File: src/rtl/ngen_loader_pkg.sv
// Shared constants and FSM encoding for the Streamlined NTRU Prime coefficient loaders.
package ngen_loader_pkg;

    localparam int NG_P      = 761;
    localparam int NG_Q      = 4591;
    localparam int NG_ADDR_W = 11;
    localparam int NG_DATA_W = 13;

    typedef enum logic [1:0] {
        IDLE   = 2'd0,
        LOAD   = 2'd1,
        FINISH = 2'd2
    } ld_state_t;

endpackage

File: src/rtl/ngen_loader_if.sv
// Coefficient input stream and RAM write port bundles used by the loader.
interface ngen_coef_if
    import ngen_loader_pkg::*;
#(
    parameter int DATA_W = NG_DATA_W
);
    logic                     in_valid;
    logic                     in_ready;
    logic signed [DATA_W-1:0] in_coef;

    modport master (output in_valid, output in_coef, input in_ready);
    modport slave  (input in_valid, input in_coef, output in_ready);
endinterface

interface ngen_wr_if
    import ngen_loader_pkg::*;
#(
    parameter int ADDR_W = NG_ADDR_W,
    parameter int DATA_W = NG_DATA_W
);
    logic              mem_we;
    logic [ADDR_W-1:0] mem_waddr;
    logic [DATA_W-1:0] mem_wdata;

    modport master (output mem_we, output mem_waddr, output mem_wdata);
    modport slave  (input mem_we, input mem_waddr, input mem_wdata);
endinterface

File: src/rtl/ngen_loader_rq_freeze.sv
// Maps a centered coefficient into [0,Q) and flags values outside +/-(Q-1)/2.
module rq_freeze
    import ngen_loader_pkg::*;
#(
    parameter int Q      = NG_Q,
    parameter int DATA_W = NG_DATA_W
) (
    input  logic signed [DATA_W-1:0] x,
    output logic        [DATA_W-1:0] y,
    output logic                     bad
);

    localparam logic signed [DATA_W:0] Q_EXT  = (DATA_W+1)'(Q);
    localparam logic signed [DATA_W:0] HALF   = (DATA_W+1)'((Q - 1) / 2);
    localparam logic signed [DATA_W:0] NHALF  = -HALF;

    logic signed [DATA_W:0] x_ext;
    logic signed [DATA_W:0] sum;

    always_comb begin
        x_ext = {x[DATA_W-1], x};
        sum   = x_ext + Q_EXT;
        y     = x[DATA_W-1] ? DATA_W'(sum) : x;
        bad   = (x_ext > HALF) || (x_ext < NHALF);
    end

endmodule

File: src/rtl/ngen_loader.sv
// Loads one P-coefficient polynomial from a valid/ready stream into a RAM, frozen to [0,Q).
module ngen_loader
    import ngen_loader_pkg::*;
#(
    parameter int P      = NG_P,
    parameter int Q      = NG_Q,
    parameter int ADDR_W = NG_ADDR_W,
    parameter int DATA_W = NG_DATA_W
) (
    input  logic        clk,
    input  logic        rst_n,
    input  logic        start,
    ngen_coef_if.slave  coef,
    ngen_wr_if.master   wr,
    output logic        busy,
    output logic        done,
    output logic        err
);

    localparam logic [ADDR_W-1:0] K_LAST = ADDR_W'(P - 1);

    ld_state_t         state;
    logic [ADDR_W-1:0] k;
    logic [DATA_W-1:0] frz;
    logic              frz_bad;
    logic              xfer;

    rq_freeze #(
        .Q      (Q),
        .DATA_W (DATA_W)
    ) u_freeze (
        .x   (coef.in_coef),
        .y   (frz),
        .bad (frz_bad)
    );

    assign coef.in_ready = (state == LOAD);
    assign xfer          = coef.in_valid & coef.in_ready;

    // done is raised on leaving FINISH so it lands in the first IDLE cycle,
    // after the last write (issued during FINISH) has committed.
    always_ff @(posedge clk or negedge rst_n) begin
        if (!rst_n) begin
            state        <= IDLE;
            k            <= '0;
            wr.mem_we    <= 1'b0;
            wr.mem_waddr <= '0;
            wr.mem_wdata <= '0;
            busy         <= 1'b0;
            done         <= 1'b0;
            err          <= 1'b0;
        end else begin
            wr.mem_we <= 1'b0;
            done      <= 1'b0;
            unique case (state)
                IDLE: begin
                    if (start) begin
                        state <= LOAD;
                        busy  <= 1'b1;
                        err   <= 1'b0;
                        k     <= '0;
                    end
                end
                LOAD: begin
                    if (xfer) begin
                        wr.mem_we    <= 1'b1;
                        wr.mem_waddr <= k;
                        wr.mem_wdata <= frz;
                        if (frz_bad)
                            err <= 1'b1;
                        if (k == K_LAST) begin
                            state <= FINISH;
                            k     <= '0;
                        end else begin
                            k <= k + 1'b1;
                        end
                    end
                end
                FINISH: begin
                    state <= IDLE;
                    busy  <= 1'b0;
                    done  <= 1'b1;
                end
                default: state <= IDLE;
            endcase
        end
    end

endmodule

File: src/flat_wrapper.sv
// flat-port wrapper written by rule: the top's interface ports become plain ports
module ngen_loader_flat import ngen_loader_pkg::*;
#(
    parameter int P      = NG_P,
    parameter int Q      = NG_Q,
    parameter int ADDR_W = NG_ADDR_W,
    parameter int DATA_W = NG_DATA_W
)
  (clk, rst_n, start, busy, done, err, coef_in_valid, coef_in_coef, coef_in_ready, wr_mem_we, wr_mem_waddr, wr_mem_wdata);
  ngen_coef_if #(.DATA_W(DATA_W)) coef_i ();
  ngen_wr_if #(.ADDR_W(ADDR_W), .DATA_W(DATA_W)) wr_i ();
  input  logic clk;
  input  logic rst_n;
  input  logic start;
  output logic busy;
  output logic done;
  output logic err;
  input wire logic [$bits(coef_i.in_valid)-1:0] coef_in_valid;
  input wire logic [$bits(coef_i.in_coef)-1:0] coef_in_coef;
  output wire logic [$bits(coef_i.in_ready)-1:0] coef_in_ready;
  output wire logic [$bits(wr_i.mem_we)-1:0] wr_mem_we;
  output wire logic [$bits(wr_i.mem_waddr)-1:0] wr_mem_waddr;
  output wire logic [$bits(wr_i.mem_wdata)-1:0] wr_mem_wdata;
  assign coef_i.in_valid = coef_in_valid;
  assign coef_i.in_coef = coef_in_coef;
  assign coef_in_ready = coef_i.in_ready;
  assign wr_mem_we = wr_i.mem_we;
  assign wr_mem_waddr = wr_i.mem_waddr;
  assign wr_mem_wdata = wr_i.mem_wdata;
  ngen_loader #(.P(P), .Q(Q), .ADDR_W(ADDR_W), .DATA_W(DATA_W)) u_core (.clk(clk), .rst_n(rst_n), .start(start), .coef(coef_i), .wr(wr_i), .busy(busy), .done(done), .err(err));
endmodule
File: config.mk
export PLATFORM = sky130hd
export DESIGN_NAME = ngen_loader_flat
export DESIGN_NICKNAME = d
export VERILOG_FILES = /design/src/rtl/ngen_loader_pkg.sv /design/src/rtl/ngen_loader_if.sv /design/src/rtl/ngen_loader_rq_freeze.sv /design/src/rtl/ngen_loader.sv /design/src/flat_wrapper.sv
export SDC_FILE = /design/constraint.sdc
export NUM_CORES = 1
export LEC_CHECK = 0
export BUFFER_PORTS_ARGS = -buffer_cell sky130_fd_sc_hd__buf_2
export CORE_UTILIZATION = 38
export CTS_BUF_LIST = sky130_fd_sc_hd__clkbuf_4 sky130_fd_sc_hd__clkbuf_8 sky130_fd_sc_hd__clkbuf_16
export DETAILED_ROUTE_END_ITERATION = 7
export MAX_ROUTING_LAYER = met4
export PLACE_DENSITY_LB_ADDON = 0.05
export RECOVER_POWER = 100
export SYNTH_ARGS = -nofsm -noshare
export SYNTH_HDL_FRONTEND = slang
export SYNTH_SLANG_ARGS = --single-unit
File: constraint.sdc
create_clock -name clk -period 1.6 [get_ports clk]
set_input_delay 0.16 -clock clk [delete_from_list [all_inputs] [get_ports clk]]
set_output_delay 0.16 -clock clk [all_outputs]
set_load 0.02 [all_outputs]
; Word level (Yosys, flattened, before mapping)
; Cells that the tools add are included.
[totals]
in_bits = 17
wordCells = 47
output_inout_bits = 29
register_bits = 41
[classes]
bitwise = 1
mux = 18
n_lt_le_gt_ge = 2
add_sub_neg = 2
n_eq_ne = 7
n_reduce_logical = 9
[op_table]
columns = operator, n
row1 = 2-to-1 mux 11 bit, 3
row2 = case mux 11 bit (2 select lines), 1
row3 = adder 13 bit (second input constant), 1
row4 = greater-than comparator 13 bit (second input constant), 1
row5 = < comparator 13 bit (second input constant), 1
row6 = 2-to-1 mux 13 bit, 1
row7 = adder 11 x 1 -> 11 bit (second input constant), 1
row8 = equality test 11 x 10 -> 1 bit (second input constant), 1
row9 = != test 2 bit (second input constant), 4
row10 = 2-to-1 mux 1 bit, 7
row11 = 2-to-1 mux 2 bit, 3
row12 = AND reduction 3 bit, 2
row13 = case mux 1 bit (2 select lines), 2
row14 = case mux 2 bit (2 select lines), 1
row15 = AND reduction 2 bit, 2
row16 = AND reduction 4 bit, 1
row17 = nonzero test 2 bit, 2
row18 = equality test 2 x 1 -> 1 bit (second input constant), 1
row19 = equality test 2 bit (second input constant), 1
row20 = zero test 2 bit, 1
row21 = bitwise AND 1 bit, 1
row22 = logical OR 1 bit, 1

; Logic depth before layout (Yosys ltp)
[logic_depth]
word_depth = 5
mapped_depth = 7
depth_no_buf = 6

; By module
; From an unflattened synthesis, not the netlist that was laid out.
[hier_totals]
hier_cells = 204
area_unflattened_um2 = 2145.8
[modules_own_cells]
columns = module, n_inst, cells_per_inst, seq_area_each_um2, area_per_inst_um2
row1 = ngen_loader, 1, 150, 1026.0, 1778.0
row2 = rq_freeze, 1, 54, 0.0, 367.9

; Worst setup path after synthesis
; Ideal clock, no wire load.
[synth_timing]
path_kind = register to register
startpoint = register u_core.k[0]
endpoint = register u_core.k[2]
path_slack_ns = -0.007
arrival_time_ns = 1.480
synth_period_minus_slack_ns = 1.607
stages_incl_launch_ff = 7
setup_ns = 0.126
n_path_buf = 0
required_ns = 1.474
path_cell_list = dfrtp_1 -> inv_1 -> ha_1 -> nand4b_1 -> or4_4 -> a21boi_4 -> nor2_1
[synth_between]
elab_chain_len = 4
word_cells_on_any_way = 5
classes_between = add/sub (1) / eq/ne (1) / mux (3)
[synth_rtl]
columns = element, line_no
row1 = "start, declared", ngen_loader.sv:23  ; logic [ADDR_W-1:0] k;
row2 = "start signal, assigned", ngen_loader.sv:75  ; k <= k + 1'b1;
row3 = adder 11 x 1 -> 11 bit / equality test 11 x 10 -> 1 bit (equally long branches), "ngen_loader.sv:75, ngen_loader.sv:71"
row4 = 2-to-1 mux 11 bit *, ngen_loader.sv:71  ; if (k == K_LAST) begin
row5 = 2-to-1 mux 11 bit *, ngen_loader.sv:65  ; if (xfer) begin
row6 = case mux 11 bit (2 select lines) *, ngen_loader.sv:55  ; unique case (state)
; Mark *: on every way between the ends. The rest lies on a longest branch, timed or not. The select of a mux whose other input is x is not followed.
; A chain may end at the register's enable or synchronous reset.

; Worst setup path in the final report
[layout_timing]
startpoint = register u_core.k[0]
endpoint = register u_core.k[4]
; Same word-level chain as after synthesis.

==> results.txt <==
Status: finished, violations left
Failing checks: negative setup slack
Top cells by area, synth: dfrtp_1 (50%), nand2_1 (9.3%), xnor2_1 (5.1%), o21ai_0 (4.6%), nor2_1 (2.5%)
Die width: 75.7 µm
CP Capture Type: register
Fin. Hold Viols: 0
Reg-to-reg slack, setup: -0.02 ns
Avg Inst Size Synth: 9.51 µm²
Yosys top cell area share: 0.497
Final setup viols: 8
Area grow syn2layout: 30.4%
Cells after Synth: 217
Util after Layout: 0.520
Io pins: 46
Vias in the first global route: 1697
Clock latency on the worst-skew pair: 0.29 ns
Seq/Total Area, Yosys: 0.497
# port buffers: 45
PnR worst setup slack: -0.0245 ns
Post-synth EDFFs: 0
Synth Warn #: 0
Non-filler cells, final: 366
Core box area: 5170 µm²
Post-route ant nets: 0
Asr flop ratio synth: 1.00
Distinct cell type count after synthesis: 43
Max cap viols: 0
Mapped cell area: 2060 µm²
Static leakage: 0.00120 µW
Vias: 1807
Worst-path maximum fanout: 4
Total GRT Usage: 0.193
Final count of pins violating max slew: 0
Final worst-path cycle share: 1.02
Min Clock Period, post-route: 1.62 ns
CTS Buf Count: 5
Htree depth: 2
CP Class: register to register
Area leader, netlist: dfrtp_1
HPWL after DPL: 3400 µm
Clock root cell: clkbuf_8
Max Freq: 0.616 GHz
Largest net degree at the start of global routing: 42
GPL Wtd Cong: 0.776
Hold Path Stages: 3
Die H: 75.7 µm
DR pass1 iterations: 4
Endpoint, Worst Hold: u_core.wr.mem_wdata[12]
Rel. slew slack: 0.313
Antenna violations before repair: 0
Layout cells sized above 1: 0.250
RSZ-0062 raised after global routing: true
#FFs+latches synth: 41
# diodes: 0
DRC violations left: 0
Hold Path Class: primary input to register
CP required: 1.77 ns
Clock Skew: 0.00442 ns
Num Clock Sinks: 41
CP arrival: 1.80 ns
Least-Margin Pin Slew: 1.03 ns
CP startpoint kind: register
WL/cell: 13.6 µm
Die area: 5730 µm²
Commonest cells post-synth: nand2_1 (51), dfrtp_1 (41), o21ai_0 (19), nor2_1 (14), xnor2_1 (12)
R2r startpoint: u_core.k[0]
Dominant synthesized flop cell: dfrtp_1
Maximum VDD drop: 0.421 mV
Nets@finish: 317
Post-Syn Nets: 238
First-pass GRT wire length: 7870 µm
WL final: 4960 µm
FP Rows: 26
Hold path start: coef_in_coef[11]
Via-to-Cell Ratio: 4.94
Count leader, synth: nand2_1
Reg-to-Reg End: u_core.k[4]
Placed inst area: 2550 µm²
Design area: 2690 µm²
PwrDens: 1100 nW/µm²
CTS max path bufs: 2
CTS tree: built
DRT iter0 DRCs: 129
Dpl cells: 352
Initial Util: 0.399
R2R cell count: 6
Grt total ovfl: 0
Clk pin slew, worst setup/hold paths: 0.07 ns
Layout filler cell count: 498
-- flip-flops by register name (all words and copies together), names as in the netlist --
name and count:
u_core.wr.mem_we 1, u_core.busy 1, u_core.done 1, u_core.k 11
u_core.wr.mem_waddr 11, u_core.err 1, u_core.state 2, u_core.wr.mem_wdata 13
-- worst max path at each step --
| stage | to | slack [ns] | cells after the start | startpoint |
|---|---|---|---|---|
| CTS | u_core.k[2] | -0.01 | 6 | u_core.k[0] |
| detailed placement | u_core.k[2] | -0.05 | 6 | u_core.k[0] |
| finish | u_core.k[4] | -0.02 | 6 | u_core.k[0] |
| global placement | u_core.k[5] | -0.02 | 6 | u_core.k[0] |
| floorplan | u_core.k[2] | 0.01 | 6 | u_core.k[0] |
| global route | u_core.k[2] | -0.08 | 6 | u_core.k[0] |
-- layer usage --
layer	vias up	wire, µm	track usage
met1	862	2280	0.237
li1	903	-	-
met2	35	2480	0.318
met4	0	72	0.0761
met3	7	133	0.0304
met5	-	0	-
-- worst max-delay path: stages, from the launching register on --
cell      delay (ns)
dfrtp_1         0.40
inv_2           0.09
ha_4            0.13
nand4b_1        0.10
or4_4           0.49
a21boi_4        0.24
a21oi_1         0.06
-- metrics by stage --
| step | setup WS [ns] | hold slack (ns) | total power, µW | TNS, ns |
|---|---|---|---|---|
| after global placement | -0.0161 | 0.265 | 2260 | -0.122 |
| after detailed placement | -0.0508 | 0.258 | 2270 | -0.409 |
| after CTS | -0.0120 | 0.151 | 2990 | -0.0306 |
| after global routing | -0.0768 | 0.162 | 3160 | -0.824 |
| after floorplan | 0.0137 | -0.136 | 1840 | 0 |
| final | -0.0245 | 0.158 | 2970 | -0.116 |
-- final cells by class --
| type | instances | area (µm²) | share of cell area |
|---|---|---|---|
| well taps | 70 | 87.6 | 0.0325 |
| clock buffers | 7 | 90.1 | 0.0335 |
| flip-flops and latches | 41 | 1030 | 0.382 |
| repair inverters | 1 | 5.00 | 0.00186 |
| inverters | 6 | 26.3 | 0.00976 |
| multi-input cells | 163 | 1020 | 0.380 |
| repair buffers | 78 | 432 | 0.160 |
-- repair_timing --
action,4_1_cts,5_1_grt
pin swaps,1,3
hold buffers,1,0
gates resized for setup,2,9
endpoints found under the setup margin,9,14
endpoints found under the hold margin,41,0
cloned,1,1
buffers inserted,1,3
-- layout by cell type (no fill, tap or decap), drive strengths merged, types with 3 or more instances in the layout --
cell and instances:
nor4b 3, clkbuf 38, nand2 51, or4 3
xor2 5, dfrtp 41, buf 46, ha 4
xnor2 12, inv 5, nand4 3, nand3 3
nor3 6, a21oi 7, o21ai 20, nor2 14
-- logic make-up (layout without fill, tap and decap cells) --
| kind of cell | after synthesis | after routing | synth area share |
|---|---|---|---|
| buffers and inverters | 14 | 92 | 0.0279 |
| AO/OA/AOI/OAI | 39 | 40 | 0.129 |
| adder cells (fa/ha/maj) | 4 | 4 | 0.0243 |
| multiplexers | 2 | 2 | 0.0103 |
| XOR/XNOR | 17 | 17 | 0.0722 |
| AND/OR/NAND/NOR | 100 | 100 | 0.239 |
| flip-flops | 41 | 41 | 0.497 |
-- power breakdown --
part	switching (µW)	internal, µW	leakage, µW	total (µW)
Combinational	539	390	0.000642	929
Sequential	116	1220	0.000507	1340
Clock	342	359	0.0000477	701
(Power assumes the default switching activity.)
